### config.mk
export PLATFORM = sky130hd
export DESIGN_NAME = uart_rx_ctrl
export DESIGN_NICKNAME = d
export VERILOG_FILES = /design/src/rtl/uart_rx_ctrl.sv
export SDC_FILE = /design/constraint.sdc
export NUM_CORES = 1
export LEC_CHECK = 0
export ABC_AREA = 1
export CAP_MARGIN = 20
export CORE_AREA = 2 2 87 89
export DETAILED_ROUTE_END_ITERATION = 8
export DIE_AREA = 0 0 89 91
export PLACE_DENSITY_LB_ADDON = 0.25
export SYNTH_ARGS = -nofsm -noshare
export SYNTH_HDL_FRONTEND = slang
export SYNTH_SLANG_ARGS = --single-unit
### constraint.sdc
create_clock -name clk -period 7.95 [get_ports clk]
set_clock_uncertainty 0.2 [all_clocks]
set_input_delay 1.9875 -clock clk [delete_from_list [all_inputs] [get_ports clk]]
set_output_delay 1.9875 -clock clk [all_outputs]
set_load 0.1 [all_outputs]
### src/rtl/uart_rx_ctrl.sv
// uart_rx_ctrl: sequencing controller for the UART byte receive datapath.
// Arms the datapath, tracks each frame, checks the stop bit, supervises a
// stuck datapath with a timeout, and buffers completed bytes in a small FIFO
// with a valid/ready consumer port.
// Optional build macro UART_RX_CTRL_STATS_EN adds saturating frame counters.
//
// Consumer handshake: a byte transfers on any rising clk edge where
// dout_valid && dout_ready; dout_valid never depends on dout_ready, and
// dout holds its last value while dout_valid is low.
module uart_rx_ctrl #(
    parameter int BIT_CLKS     = 434,
    parameter int FIFO_DEPTH   = 4,
    parameter int TIMEOUT_BITS = 12
) (
    input  logic                          clk,
    input  logic                          rst_n,
    input  logic                          enable,
    input  logic                          rx_line,
    input  logic                          rx_busy,
    input  logic [7:0]                    rx_data,
    output logic                          rx_ena,
    output logic [7:0]                    dout,
    output logic                          dout_valid,
    input  logic                          dout_ready,
    output logic [$clog2(FIFO_DEPTH):0]   fifo_count,
    output logic                          err_frame,
    output logic                          err_overrun,
    output logic                          err_timeout,
    input  logic                          err_clr,
`ifdef UART_RX_CTRL_STATS_EN
    output logic [15:0]                   frames_ok,
    output logic [15:0]                   frames_bad,
`endif
    output logic [2:0]                    dbg_state
);

    localparam int PTR_W    = $clog2(FIFO_DEPTH);
    localparam int CNT_W    = PTR_W + 1;
    localparam int BT_W     = $clog2(BIT_CLKS);
    localparam int TO_LIMIT = TIMEOUT_BITS * BIT_CLKS;
    localparam int TO_W     = $clog2(TO_LIMIT + 1);

    localparam logic [BT_W-1:0]  BT_HALF_M1 = BT_W'(BIT_CLKS / 2 - 1);
    localparam logic [BT_W-1:0]  BT_LAST    = BT_W'(BIT_CLKS - 1);
    localparam logic [TO_W-1:0]  TO_LAST    = TO_W'(TO_LIMIT - 1);
    localparam logic [CNT_W-1:0] CNT_FULL   = CNT_W'(FIFO_DEPTH);

    typedef enum logic [2:0] {
        ST_IDLE   = 3'd0,
        ST_ARM    = 3'd1,
        ST_RECV   = 3'd2,
        ST_STOP   = 3'd3,
        ST_BREAK  = 3'd4,
        ST_COMMIT = 3'd5
    } state_t;

    state_t             r_state;
    state_t             w_state_next;
    logic               r_line_meta;
    logic               r_line_s;
    logic               r_busy_d;
    logic [BT_W-1:0]    r_bit_cnt;
    logic [TO_W-1:0]    r_to_cnt;
    logic [7:0]         r_hold;
    logic               r_ena_kill;
    logic               r_err_frame;
    logic               r_err_overrun;
    logic               r_err_timeout;
    logic [7:0]         r_mem [FIFO_DEPTH];
    logic [PTR_W-1:0]   r_wr_ptr;
    logic [PTR_W-1:0]   r_rd_ptr;
    logic [CNT_W-1:0]   r_count;
    logic [7:0]         r_dout;

    logic               w_busy_rise;
    logic               w_busy_fall;
    logic               w_hold_load;
    logic               w_push;
    logic               w_pop;
    logic               w_full;
    logic               w_set_frame;
    logic               w_set_overrun;
    logic               w_set_timeout;
    logic               w_bit_clr;
    logic [PTR_W-1:0]   w_rd_next;
    logic [CNT_W-1:0]   w_count_next;

    assign w_busy_rise  = rx_busy & ~r_busy_d;
    assign w_busy_fall  = ~rx_busy & r_busy_d;
    assign w_full       = (r_count == CNT_FULL);
    assign w_pop        = (r_count != '0) & dout_ready;
    assign w_rd_next    = w_pop ? r_rd_ptr + 1'b1 : r_rd_ptr;
    assign w_count_next = r_count + CNT_W'(w_push) - CNT_W'(w_pop);
    // A low line in BREAK restarts the run of high samples.
    assign w_bit_clr    = (w_state_next != r_state) ||
                          ((r_state == ST_BREAK) && !r_line_s);

    // Two-flop synchroniser for the raw line plus busy edge history.
    always_ff @(posedge clk or negedge rst_n) begin
        if (!rst_n) begin
            r_line_meta <= 1'b1;
            r_line_s    <= 1'b1;
            r_busy_d    <= 1'b0;
        end else begin
            r_line_meta <= rx_line;
            r_line_s    <= r_line_meta;
            r_busy_d    <= rx_busy;
        end
    end

    // State register.
    always_ff @(posedge clk or negedge rst_n) begin
        if (!rst_n) r_state <= ST_IDLE;
        else        r_state <= w_state_next;
    end

    // Next-state and per-state event decode.
    always_comb begin
        w_state_next  = r_state;
        w_hold_load   = 1'b0;
        w_push        = 1'b0;
        w_set_frame   = 1'b0;
        w_set_overrun = 1'b0;
        w_set_timeout = 1'b0;
        case (r_state)
            ST_IDLE: begin
                // Only arm on a high line so we never start mid-frame.
                if (enable && r_line_s) w_state_next = ST_ARM;
            end
            ST_ARM: begin
                if (!enable)          w_state_next = ST_IDLE;
                else if (w_busy_rise) w_state_next = ST_RECV;
            end
            ST_RECV: begin
                // enable is ignored here: a started frame always completes.
                if (w_busy_fall) begin
                    w_hold_load  = 1'b1;
                    w_state_next = ST_STOP;
                end else if (r_to_cnt == TO_LAST) begin
                    w_set_timeout = 1'b1;
                    w_state_next  = ST_ARM;
                end
            end
            ST_STOP: begin
                if (r_bit_cnt == BT_HALF_M1) begin
                    if (r_line_s) begin
                        w_state_next = ST_COMMIT;
                    end else begin
                        w_set_frame  = 1'b1;
                        w_state_next = ST_BREAK;
                    end
                end
            end
            ST_BREAK: begin
                if (r_line_s && (r_bit_cnt == BT_LAST))
                    w_state_next = enable ? ST_ARM : ST_IDLE;
            end
            ST_COMMIT: begin
                if (w_full) w_set_overrun = 1'b1;
                else        w_push        = 1'b1;
                w_state_next = enable ? ST_ARM : ST_IDLE;
            end
            default: w_state_next = ST_IDLE;
        endcase
    end

    // Bit timer and RECV timeout counter, both restarted on state entry.
    always_ff @(posedge clk or negedge rst_n) begin
        if (!rst_n) begin
            r_bit_cnt <= '0;
            r_to_cnt  <= '0;
        end else begin
            if (w_bit_clr || (r_bit_cnt == BT_LAST)) r_bit_cnt <= '0;
            else                                     r_bit_cnt <= r_bit_cnt + 1'b1;
            if ((r_state == ST_RECV) && (w_state_next == ST_RECV))
                r_to_cnt <= r_to_cnt + 1'b1;
            else
                r_to_cnt <= '0;
        end
    end

    // Frame byte capture and the one-cycle datapath kill after a timeout.
    always_ff @(posedge clk or negedge rst_n) begin
        if (!rst_n) begin
            r_hold     <= '0;
            r_ena_kill <= 1'b0;
        end else begin
            if (w_hold_load) r_hold <= rx_data;
            r_ena_kill <= w_set_timeout;
        end
    end

    // Sticky error flags; a new event wins over a same-cycle clear.
    always_ff @(posedge clk or negedge rst_n) begin
        if (!rst_n) begin
            r_err_frame   <= 1'b0;
            r_err_overrun <= 1'b0;
            r_err_timeout <= 1'b0;
        end else begin
            r_err_frame   <= w_set_frame   | (r_err_frame   & ~err_clr);
            r_err_overrun <= w_set_overrun | (r_err_overrun & ~err_clr);
            r_err_timeout <= w_set_timeout | (r_err_timeout & ~err_clr);
        end
    end

    // FIFO storage; contents need no reset since count gates visibility.
    always_ff @(posedge clk) begin
        if (w_push) r_mem[r_wr_ptr] <= r_hold;
    end

    // FIFO pointers, occupancy and registered head byte.
    always_ff @(posedge clk or negedge rst_n) begin
        if (!rst_n) begin
            r_wr_ptr <= '0;
            r_rd_ptr <= '0;
            r_count  <= '0;
            r_dout   <= '0;
        end else begin
            if (w_push) r_wr_ptr <= r_wr_ptr + 1'b1;
            r_rd_ptr <= w_rd_next;
            r_count  <= w_count_next;
            // New head is the pushed byte when it lands where the read
            // pointer is heading; an empty FIFO keeps the last dout.
            if (w_count_next != '0) begin
                if (w_push && (w_rd_next == r_wr_ptr)) r_dout <= r_hold;
                else                                   r_dout <= r_mem[w_rd_next];
            end
        end
    end

`ifdef UART_RX_CTRL_STATS_EN
    logic [15:0] r_frames_ok;
    logic [15:0] r_frames_bad;

    // Saturating good/bad frame counters, untouched by err_clr.
    always_ff @(posedge clk or negedge rst_n) begin
        if (!rst_n) begin
            r_frames_ok  <= '0;
            r_frames_bad <= '0;
        end else begin
            if (w_push && (r_frames_ok != 16'hFFFF))
                r_frames_ok <= r_frames_ok + 16'd1;
            if ((w_set_frame || w_set_timeout || w_set_overrun) &&
                (r_frames_bad != 16'hFFFF))
                r_frames_bad <= r_frames_bad + 16'd1;
        end
    end

    assign frames_ok  = r_frames_ok;
    assign frames_bad = r_frames_bad;
`endif

    assign rx_ena      = (r_state != ST_IDLE) && !r_ena_kill;
    assign dout        = r_dout;
    assign dout_valid  = (r_count != '0);
    assign fifo_count  = r_count;
    assign err_frame   = r_err_frame;
    assign err_overrun = r_err_overrun;
    assign err_timeout = r_err_timeout;
    assign dbg_state   = r_state;

endmodule

# Word-level counts from Yosys, hierarchy flattened
# Memory sizes are Yosys's and may differ from the RTL's. A register that Yosys moved wholly into a read port is not among the register bits.
# Index checks and enable logic that the tools add are counted.
[word_totals] mem_count=1 input_bits=15 ff_bits=47 ram_bits=32 elab_cells=85
[classes] n_bitwise=12 reduce_logical=14 muxes=27 n_eq_ne=11 addsub=6
[memory_table] memory="r_mem" depth=4 width=8 read_ports=1 rd_ports_with_merged_regs=1 wr=1 line_no="69" source="logic [7:0] r_mem [FIFO_DEPTH];"
[ops] op="$mux 3" count=7
[ops] op="$pmux 3 s6" count=1
[ops] op="$mux 1" count=16
[ops] op="$add 13x1->13 const B" count=1
[ops] op="$eq 13x13->1 const B" count=1
[ops] op="$mux 13" count=1
[ops] op="$add 9x1->9 const B" count=1
[ops] op="$eq 3x2->1 const B" count=3
[ops] op="$eq 3x3->1 const B" count=3
[ops] op="$eq 9x8->1 const B" count=1
[ops] op="$eq 9x9->1 const B" count=1
[ops] op="$mux 9" count=1
[ops] op="$reduce_bool 3->1" count=3
[ops] op="$and 1x1->1" count=6
[ops] op="$logic_and 1x1->1" count=5
[ops] op="$add 2x1->2 const B" count=2
[ops] op="$add 3x1->3" count=1
[ops] op="$eq 3x1->1 const B" count=1
[ops] op="$logic_not 1->1" count=3
[ops] op="$logic_not 3->1" count=1
[ops] op="$ne 3x3->1" count=1
[ops] op="$not 1->1" count=3
[ops] op="$or 1x1->1" count=3
[ops] op="$sub 3x1->3" count=1
[ops] op="other kinds (2)" count=3

# Logic depth before layout (Yosys ltp)
[logic_depth] ltp_word=9 depth_mapped=15 ltp_nobuf=15

# Worst setup path after synthesis
# Ideal clock, no wire load.
[synth_timing] kind="register to output" startpoint="reg r_state[0], in the netlist dbg_state[0]" endpoint="out rx_ena" required_time_ns=5.762 path_slack_ns=3.238 path_stages_with_launch=5 arrival_time_ns=2.524 path_cell_list="dfrtp_1 -> inv_2 -> nand3_1 -> inv_1 -> nor2_1"
[synth_between] elab_chain_cells=2
[synth_rtl] element="start: declaration" line_no="57" source="state_t r_state;"
[synth_rtl] element="start signal: assignment" line_no="114" source="else r_state <= w_state_next;"
[synth_rtl] element="$reduce_bool 3->1" line_no="253" source="assign rx_ena = (r_state != ST_IDLE) && !r_ena_kill;"
[synth_rtl] element="$logic_and 1x1->1" line_no="253"
[synth_rtl] element="end: declaration" line_no="21" source="output logic rx_ena,"
# Every way passes these cells.

# Final worst setup path
[layout_timing] startpoint="reg r_state[2], in the netlist dbg_state[2]" endpoint="out rx_ena"
# The elaborated chain is that of the path after synthesis.

==> run metrics <==
1st-iter DRT viols=208; nature of the critical path startpoint=flop; Comb power frac=approximately two fifths; CP Data Required Time=5.76 ns; register area share after synthesis=55.4%; VDD IR max=187 uV; Setup crit end kind=primary output; Seq pwr share=37.8%; Hold WC Path Type=reg2reg; Max Freq=221 MHz; PortBufs=33; Clock Tree Root=clkbuf_8; r2r worst-path depth=15; Sw Share=a little under half; critical path arrival=2.33 ns; fill cell count=593; DRT antenna net count=0; chip width=89 um; setup violators final=0; asr flop ratio synth=63.2%; Worst slew margin=around 35%; postcts setup bufs=0; post-DP HPWL=5830 um; switching power=around 630 uW; R2R Path End=dout[3]; Synth Register Bits=87; fin area=a little under 5000 um^2; Worst setup endpoint=rx_ena; Post-Syn Instances=between 400 and 500; Die Area=about 8100 um^2; Critical path origin=dbg_state[2]; clock-pin transition on the worst setup and hold timing paths=0.09 ns; leak pwr=between 2 and 2.5 nW; worst r2r src=dbg_state[0]; Layout Area Growth over Synthesis=14.7%; dpl cell area=4640 um^2; critical path peak fanout=6; worst-margin pin slew=0.978 ns; Pins Over Slew Limit=0; core footprint=about 7100 um^2; syn_area_per_cell=9.45 um^2; mapped cell area=4220 um^2; CTS sink count=87; Power, Total=1.38 mW; DRC Markers=0; row count=31; yosys warns=0; internal power=756 uW; # IOs=34; Hold Buf Count CTS=0; largest net degree at the start of global routing=56; H-Tree Depth=3; routed vias=3059; EDFF count, synth=32; Power per Cell Area=286 nW/um^2; Routed WL per cell=about 14 um; syn nets=473; antenna violations before repair=0; maxcap violations=0; clock share of power=roughly 22%; status=complete, no violations; FF-to-FF setup slack=roughly 4.7 ns; Via density=between 5 and 6; WS Path Type=reg2out; post-cts sizing count=0; clk buf depth=2; total track usage=22.6%; Starting Density=59.2%; worst skew pair latency=0.38 ns; Ant. Diodes=0; Tcrit/Tclk final=56.9%; grt total ovfl=0; gpl congestion=0.893; Primary FF master, synth=dfrtp_1; Final min period=4.52 ns; Die Ht=about 91 um; Fin. Hold Viols=0; NumNets Final=513; Setup TNS=0 ns; RSZ-0062 raised after global routing=false; first-pass GRT wire length=13800 um; vias in the first global route=2935; Distinct cells, synth=33; proportion of layout cells with a drive suffix above 1=13.4%; TritonCTS clock tree=built; DR pass1 iterations=4; Num CTS Buffers=9; drt total wl=8320 um
-- cells in the mapped netlist (2+ instances only) --
master	instances	area [um^2]
buf_2	2	10.0
buf_6	2	22.5
dfrtp_1	53	1330
dfstp_2	2	52.6
edfxtp_1	32	961
ha_1	10	125
inv_1	54	203
inv_2	11	41.3
nand2_1	107	402
nand2_2	3	18.8
nand2_4	8	90.1
nand3_1	55	275
nand3_2	3	30.0
nand3_4	2	35.0
nand4_1	4	25.0
nor2_1	38	143
nor2_2	13	81.3
nor2_4	2	22.5
nor3_1	3	15.0
o21ai_0	14	70.1
o32ai_1	2	17.5
xnor2_1	5	43.8
xor2_1	12	105
-- how the worst min path moves through the flow --
stage / start / to / slack, ns / cells past startpoint
floorplan: r_line_meta / r_line_s / 0.15 / 0
global placement: r_line_meta / r_line_s / 0.15 / 0
detailed placement: r_line_meta / r_line_s / 0.15 / 0
CTS: r_line_meta / r_line_s / 0.16 / 0
global route: r_line_meta / r_line_s / 0.17 / 0
finish: r_line_meta / r_line_s / 0.16 / 0
-- critical path: stages (launching register included) --
cell             delay [ns]
dfrtp_1                0.47
inv_2                  0.08
nand3_1                0.08
inv_1                  0.06
nor2_1                 0.12
clkdlybuf4s50_1        1.15
-- layer usage --
layer | wire (um) | share of wire (%) | GRT usage [%]
met4 | 155 | 1.9 | 9.70
met3 | 295 | 3.5 | 3.27
met1 | 3550 | 43 | 28.4
met5 | 0 | 0 | 0
met2 | 4310 | 52 | 38.4
-- power by group through the flow --
stage	clock, mW	combinational (mW)	sequential, mW
2_1_floorplan	0	0.261	0.694
3_3_place_gp	0	0.539	0.535
3_5_place_dp	0	0.553	0.534
4_1_cts	0.314	0.555	0.525
5_1_grt	0.333	0.592	0.529
6_report	0.309	0.552	0.524
-- per-stage QoR --
step	util, %	hold WS [ns]	std cells	setup slack (ns)
2_1_floorplan	-	0.145	447	3.24
3_3_place_gp	65.1	0.148	575	3.27
3_5_place_dp	65.1	0.149	575	3.20
4_1_cts	67.9	0.163	591	3.41
5_1_grt	67.9	0.169	591	3.33
6_report	67.9	0.162	591	3.43
-- logic make-up (layout without fill, tap and decap cells) --
group	Yosys count	count (layout)	share of synthesized area (%)
compound gates	21	21	2.90
xor+xnor	17	17	3.53
simple gates	241	241	28.1
buf+inv	70	115	6.64
fa+ha+maj	11	11	3.44
flops	87	87	55.4
-- cell usage in the layout, fill, tap and decap left out, types with 10 or more instances in the layout --
master and count:
nand2_1 107, ha_1 10, dfrtp_1 53, nand3_1 55, inv_1 54, clkdlybuf4s50_1 32
nor2_2 13, nor2_1 38, o21ai_0 14, edfxtp_1 32, xor2_1 12, inv_2 11
-- registers in the layout, indices dropped and copies added, names as in the netlist, 2 cells and up --
signal and cells:
r_mem 32, r_to_cnt 13, dout 8, r_hold 8, dbg_state 3, r_rd_ptr 2
r_bit_cnt 9, r_wr_ptr 2, fifo_count 3
-- cell type report --
| class | instances | area [um^2] | area share, % |
|---|---|---|---|
| Sequential cell | 87 | 2340 | 48.3 |
| Multi-Input combinational cell | 290 | 1600 | 33.1 |
| Timing Repair Buffer | 34 | 333 | 6.87 |
| Inverter | 65 | 244 | 5.04 |
| Clock buffer | 9 | 124 | 2.56 |
| Tap cell | 99 | 124 | 2.56 |
| Clock inverter | 7 | 76.3 | 1.58 |
No activity file was read; power rests on OpenSTA's default activity.
